<file path="src/rtl/id_fwd_stage.sv">
// ---------------------------------------------------------------------------
// id_fwd_stage -- decode-stage front end
//
// Sits between IF and EX and holds the IF->ID pipeline register. It keeps a
// one-entry instruction skid buffer, so a stall does not lose the synchronous
// SRAM read data. It reads the register file and resolves both source
// operands through an N-source forwarding network with strict priority. It
// also raises a load-use interlock request towards the stall controller.
//
// Configuration macro: ID_FWD_EN
//   defined   : full forwarding. The lowest-index matching source wins, and
//               the stage stalls only when that winning source is still
//               pending.
//   undefined : no forwarding mux. Operands come straight from the register
//               file. stallreq is raised while any enabled source targets
//               rs or rt.
//
// Ports
//   clk, rst               clock, synchronous active-low reset
//   stall_in               external stall of this stage
//   flush                  discard the instruction held in ID
//   if_valid, if_pc        IF bundle, captured into the pipeline register
//   if_inst                instruction SRAM data, aligned with the registered pc
//   rf_raddr1/2            register-file read addresses (rs, rt)
//   rf_rdata1/2            register-file read data
//   fwd_we/waddr/wdata     per-source forwarding bus; source k at slice k
//   fwd_pend               per-source "result not available yet" (load)
//   out_valid/pc/inst      bundle to EX
//   out_src1/2             resolved rs / rt operands
//   stallreq               load-use interlock request
// ---------------------------------------------------------------------------
module id_fwd_stage #(
  parameter int DATA_W  = 32,
  parameter int PC_W    = 32,
  parameter int RA_W    = 5,
  parameter int NUM_FWD = 3
) (
  input  logic                      clk,
  input  logic                      rst,
  input  logic                      stall_in,
  input  logic                      flush,
  input  logic                      if_valid,
  input  logic [PC_W-1:0]           if_pc,
  input  logic [31:0]               if_inst,
  output logic [RA_W-1:0]           rf_raddr1,
  output logic [RA_W-1:0]           rf_raddr2,
  input  logic [DATA_W-1:0]         rf_rdata1,
  input  logic [DATA_W-1:0]         rf_rdata2,
  input  logic [NUM_FWD-1:0]        fwd_we,
  input  logic [NUM_FWD*RA_W-1:0]   fwd_waddr,
  input  logic [NUM_FWD*DATA_W-1:0] fwd_wdata,
  input  logic [NUM_FWD-1:0]        fwd_pend,
  output logic                      out_valid,
  output logic [PC_W-1:0]           out_pc,
  output logic [31:0]               out_inst,
  output logic [DATA_W-1:0]         out_src1,
  output logic [DATA_W-1:0]         out_src2,
  output logic                      stallreq
);

  // RUN : ID shows the SRAM output directly.
  // HOLD: the SRAM has already moved on, so ID shows the captured copy.
  typedef enum logic {
    RUN  = 1'b0,
    HOLD = 1'b1
  } state_t;

  state_t            state;
  state_t            state_nxt;
  logic              capture;

  logic              r_valid;
  logic [PC_W-1:0]   r_pc;
  logic [31:0]       inst_buf;
  logic [31:0]       cur_inst;

  logic              stall_any;
  logic [RA_W-1:0]   rs;
  logic [RA_W-1:0]   rt;
  logic [NUM_FWD-1:0] hit_rs;
  logic [NUM_FWD-1:0] hit_rt;

  // -------------------------------------------------------------------------
  // Current instruction and register addresses
  // -------------------------------------------------------------------------
  assign cur_inst  = (state == HOLD) ? inst_buf : if_inst;
  assign rs        = RA_W'(cur_inst[25:21]);
  assign rt        = RA_W'(cur_inst[20:16]);
  assign rf_raddr1 = rs;
  assign rf_raddr2 = rt;

  // -------------------------------------------------------------------------
  // Per-source match vectors. r0 is hard-wired to zero, so a write to r0
  // must never be seen as a producer.
  // -------------------------------------------------------------------------
  // NOTE: every signal an always_comb writes gets a default first. A path
  // that leaves it unassigned would otherwise infer a latch.
  always_comb begin
    hit_rs = '0;
    hit_rt = '0;
    for (int k = 0; k < NUM_FWD; k++) begin
      hit_rs[k] = fwd_we[k] && (fwd_waddr[k*RA_W +: RA_W] == rs) && (rs != '0);
      hit_rt[k] = fwd_we[k] && (fwd_waddr[k*RA_W +: RA_W] == rt) && (rt != '0);
    end
  end

`ifdef ID_FWD_EN
  // -------------------------------------------------------------------------
  // Priority forwarding. The loop walks from the oldest source to the
  // youngest, so the lowest-index match is written last and wins. Only the
  // winning source's pend flag counts: a younger ready result shadows an
  // older load to the same register.
  // -------------------------------------------------------------------------
  logic [DATA_W-1:0] fwd_rs_data;
  logic [DATA_W-1:0] fwd_rt_data;
  logic              pend_rs;
  logic              pend_rt;

  always_comb begin
    fwd_rs_data = '0;
    fwd_rt_data = '0;
    pend_rs     = 1'b0;
    pend_rt     = 1'b0;
    for (int k = NUM_FWD - 1; k >= 0; k--) begin
      if (hit_rs[k]) begin
        fwd_rs_data = fwd_wdata[k*DATA_W +: DATA_W];
        pend_rs     = fwd_pend[k];
      end
      if (hit_rt[k]) begin
        fwd_rt_data = fwd_wdata[k*DATA_W +: DATA_W];
        pend_rt     = fwd_pend[k];
      end
    end
  end

  assign out_src1 = (rs == '0) ? '0 : ((|hit_rs) ? fwd_rs_data : rf_rdata1);
  assign out_src2 = (rt == '0) ? '0 : ((|hit_rt) ? fwd_rt_data : rf_rdata2);
  assign stallreq = r_valid & (pend_rs | pend_rt);
`else
  // -------------------------------------------------------------------------
  // No forwarding network. Any in-flight producer of rs or rt interlocks the
  // stage until it has retired to the register file.
  // -------------------------------------------------------------------------
  logic unused_fwd;
  assign unused_fwd = ^{fwd_wdata, fwd_pend};

  assign out_src1 = (rs == '0) ? '0 : rf_rdata1;
  assign out_src2 = (rt == '0) ? '0 : rf_rdata2;
  assign stallreq = r_valid & ((|hit_rs) | (|hit_rt));
`endif

  // -------------------------------------------------------------------------
  // Hold FSM. A flush always returns to RUN, whatever stalls are active.
  // The SRAM word is captured only on entry to HOLD. Later stall cycles see
  // a newer word that does not belong to r_pc.
  // -------------------------------------------------------------------------
  assign stall_any = stall_in | stallreq;

  always_comb begin
    state_nxt = state;
    capture   = 1'b0;
    if (flush) begin
      state_nxt = RUN;
    end else begin
      case (state)
        RUN: begin
          if (stall_any) begin
            state_nxt = HOLD;
            capture   = 1'b1;
          end
        end
        HOLD: begin
          if (!stall_any) state_nxt = RUN;
        end
        default: state_nxt = RUN;
      endcase
    end
  end

  // NOTE: sequential state uses non-blocking assignments only. Every register
  // then samples pre-edge values, whatever the order of the statements.
  always_ff @(posedge clk) begin
    if (!rst) state <= RUN;
    else      state <= state_nxt;
  end

  // -------------------------------------------------------------------------
  // IF->ID pipeline register and skid buffer. r_pc is left alone on a flush,
  // because r_valid=0 already marks the slot empty.
  // -------------------------------------------------------------------------
  always_ff @(posedge clk) begin
    if (!rst) begin
      r_valid  <= 1'b0;
      r_pc     <= '0;
      inst_buf <= '0;
    end else begin
      if (flush) begin
        r_valid <= 1'b0;
      end else if (!stall_any) begin
        r_valid <= if_valid;
        r_pc    <= if_pc;
      end
      if (capture) inst_buf <= if_inst;
    end
  end

  // -------------------------------------------------------------------------
  // Bundle to EX. Any stall or flush turns the current slot into a bubble.
  // -------------------------------------------------------------------------
  assign out_valid = r_valid & ~stallreq & ~stall_in & ~flush;
  assign out_pc    = r_pc;
  assign out_inst  = cur_inst;

endmodule
</file>
<file path="config.mk">
export PLATFORM = sky130hd
export DESIGN_NAME = id_fwd_stage
export DESIGN_NICKNAME = d
export VERILOG_FILES = /design/src/rtl/id_fwd_stage.sv
export SDC_FILE = /design/constraint.sdc
export NUM_CORES = 1
export LEC_CHECK = 0
export BUFFER_PORTS_ARGS = -buffer_cell sky130_fd_sc_hd__buf_4
export CAP_MARGIN = 0
export CORE_AREA = 2 2 151 153
export CTS_CLUSTER_SIZE = 16
export DETAILED_ROUTE_END_ITERATION = 10
export DIE_AREA = 0 0 153 155
export GPL_TIMING_DRIVEN = 0
export HOLD_SLACK_MARGIN = 0.02
export SYNTH_ARGS = -nofsm -noshare
export SYNTH_HDL_FRONTEND = slang
export SYNTH_SLANG_ARGS = --single-unit
</file>
<file path="constraint.sdc">
create_clock -name clk -period 3 [get_ports clk]
set_input_delay 0.6 -clock clk [delete_from_list [all_inputs] [get_ports clk]]
set_output_delay 0.6 -clock clk [all_outputs]
set_load 0.03 [all_outputs]
</file>
==> metrics.csv <==
metric,value,unit
outcome,finished with violations,
failing checks,negative setup slack,
DP HPWL,12.6,mm
final max-slew violation count,0,
die area,23700,um^2
Nets,1052,
R2R Setup Slk,0.23,ns
Slew HR,0.550,
final cell count without fillers,1092,
die width,153,um
Critical Path Sink Type,output port,
FF/Latch Area,1320,um^2
setup slack after layout,-0.0349,ns
DRT iter0 DRCs,148,
Fillers,2339,
cell row count,55,
Worst EP arrival,2.43,ns
Worst path top cell family by delay,buffers and inverters,
Worst Hold Path EP,inst_buf[7]$_SDFFE_PN0P_,
drt total wl,16.0,mm
crit-path cells,buf_12 > buf_12 > mux2i_4 > buf_6 > xnor2_2 > nor4_2 > nand3_1 > a31oi_4 > a21oi_4 > nor2_2 > buf_6,
Synth Area in XOR/XNOR,0.0644,
hold path depth,2,
Post-route DRC,0,
clk sinks,66,
multi-input logic area,2550,um^2
Num CTS Buffers,9,
Clock Skew,0.00577,ns
main combinational cell family by area after synthesis,multiplexers,
worst hold path class,reg2reg,
Worst-Skew Late Latency,0.34,ns
Post-synth EDFFs,0,
post-synthesis adder-cell area fraction,0,
RSZ-0062 raised after global routing,yes,
highest routed layer,met4,
post-synthesis compound-gate area fraction,0.0141,
FF-to-FF path depth,15,
CP startpoint kind,flip-flop,
CTS root buf,clkbuf_16,
CP Data Required Time,2.40,ns
vias in the first global route,4266,
"area leader, netlist",dfxtp_1,
total of max-cap violations,0,
CTS tree,done,
met2 wire len,7.56,mm
Pleak,3.40,nW
Post-CTS Hold Fix Bufs,0,
met1 WL,7.24,mm
kind of critical path,reg2out,
area grow syn2layout,80.2,%
top cell type's share of synthesized area,0.324,
RePlAce Congestion,0.829,
mux cell area share after synthesis,0.266,
Cell variety after synth,31,
Yosys reg bits,66,
mean routed wirelength per cell,14.7,um
Port Buffer Count,290,
vias per inst,3.95,
routed wl met3,1.03,mm
"top cells by area, synth","dfxtp_1 32%, mux2i_1 16%, nand2_1 12%",
CTS HTree Levels,3,
Peak Freq,330,MHz
commonest cells in the netlist,"128 x nand2_1, 66 x dfxtp_1, 66 x nor2b_1",
CP peak stage delay,0.34,ns
# IOs,390,
Initial Util,0.184,
CP max FO,6,
syn nets,721,
Congestion Overflow GR,0,
GRT Util Overall,0.128,
clk buf depth,2,
# diodes,0,
period utilization,1.01,
"count leader, synth",nand2_1,
CP Buf/Inv Count,4,
RR Endpoint,out_pc[30]$_SDFFE_PN0P_,
"Hold Vio Cnt, Final",0,
Worst R2R Start,state$_SDFF_PP0_,
peak supply drop,0.245,mV
Hold Crit Start,inst_buf[7]$_SDFFE_PN0P_,
Worst-Margin Slew,0.675,ns
crit path max-delay cell type,dfxtp_2,
synth warn,0,
Vias,4315,
"Core Util, Final",0.331,
Clock transition at path regs,0.06,ns
Post-Syn Area,4080,um^2
"FFs w/ async S/R, synth",0,
"Top FF cell, synth",dfxtp_1,
dpl cells,1046,
CORE AREA,22200,um^2
PD cells,429,nW/um^2
final setup violation count,2,
initial antenna violation count,0,
largest net degree at the start of global routing,12,
"Seq/Total Area, Yosys",0.324,
Final min period,3.03,ns
Die Y,155,um
Post-Syn Instances,471,
simple logic cell fraction of the synthesized area,0.255,
TritonRoute pass-1 iters,4,
layout cell share with drive strength beyond 1,0.485,
first-pass GRT wire length,23.8,mm
Syn Area/Cell,8.66,um^2
Post-DRT Antenna Nets,0,
## cells by family after synthesis
family          Yosys count
simple gates            217
buf+inv                  54
flops                    66
compound gates            8
mux                      96
xor+xnor                 30
## routing by layer
layer,vias to the layer above,GRT usage
met4,0,0.0344
met1,1990,0.167
met3,17,0.0404
met2,137,0.205
met5,-,0
li1,2171,-
## area by class of cell
| cell class | instances | area share |
|---|---|---|
| Timing Repair Buffer | 321 | 0.332 |
| Inverter | 12 | 0.00613 |
| Clock buffer | 12 | 0.0349 |
| Sequential cell | 66 | 0.180 |
| Clock inverter | 4 | 0.0100 |
| Multi-Input combinational cell | 351 | 0.347 |
| Buffer | 41 | 0.0424 |
| Tap cell | 285 | 0.0485 |
## per-stage QoR
step	setup TNS (ns)	hold slack [ns]	setup slack, ns	area, um^2	power [mW]
3_3_place_gp	-0.377	0.439	-0.0713	6610	1.93
2_1_floorplan	0	0.431	0.358	4080	1.51
4_1_cts	-0.212	0.458	-0.107	7150	3.18
6_report	-0.0617	0.458	-0.0349	7350	3.15
5_1_grt	-1.72	0.476	-0.158	7350	3.30
3_5_place_dp	-0.852	0.447	-0.0862	6610	1.93
## timing repair
item | in CTS | in global routing
endpoints found under the setup margin | 66 | 77
gates resized for setup | 22 | 24
setup buffers | 15 | 16
pin swaps | 7 | 6
## flip-flops by register name (all words and copies together) (netlist names)
register / count
state: 1
inst_buf: 32
out_pc: 32
r_valid: 1
## worst max-delay path by stage
stage / from / end / slack, ns / cells after the start
final: state$_SDFF_PP0_ / stallreq / -0.03 / 11
after global routing: state$_SDFF_PP0_ / stallreq / -0.16 / 11
after CTS: state$_SDFF_PP0_ / out_valid / -0.11 / 10
after detailed placement: state$_SDFF_PP0_ / out_src1[16] / -0.09 / 8
after global placement: state$_SDFF_PP0_ / out_src1[19] / -0.07 / 8
after floorplan: state$_SDFF_PP0_ / stallreq / 0.36 / 9
## layout by cell type, fill, tap and decap left out, types with 2 or more instances in the layout
| cell type | Yosys | routed |
|---|---|---|
| o21a_1 | 2 | 2 |
| clkbuf_4 | 0 | 3 |
| clkbuf_1 | 20 | 15 |
| inv_2 | 2 | 2 |
| mux2_2 | 2 | 2 |
| clkbuf_8 | 0 | 2 |
| xor2_1 | 6 | 6 |
| clkbuf_16 | 0 | 9 |
| nor2_1 | 4 | 3 |
| mux2i_4 | 7 | 10 |
| mux2i_1 | 64 | 64 |
| buf_12 | 0 | 3 |
| mux2_1 | 20 | 20 |
| dfxtp_1 | 66 | 65 |
| nor4_1 | 5 | 2 |
| xnor2_1 | 24 | 23 |
| buf_4 | 10 | 326 |
| nand2_1 | 128 | 128 |
| buf_6 | 9 | 14 |
| inv_1 | 10 | 10 |
| nor3_4 | 1 | 2 |
| nor4_2 | 2 | 5 |
| nor2b_1 | 66 | 66 |
| nand3_1 | 9 | 7 |
| nand3_2 | 0 | 2 |
| bufinv_16 | 0 | 2 |
## power by group
| group | total [mW] | switching, mW | internal (mW) | leakage [nW] |
|---|---|---|---|---|
| combinational | 1.02 | 0.543 | 0.476 | 2.70 |
| clock | 1.18 | 0.411 | 0.774 | 0.163 |
| sequential | 0.949 | 0.0265 | 0.923 | 0.540 |
| total | 3.15 | 0.981 | 2.17 | 3.40 |
## tightest hold or removal path: stages, from the launching register on
cell and delay (ns):
dfxtp_1 0.31, nand2_1 0.05, mux2i_1 0.05
No activity file was read; power rests on OpenSTA's default activity.
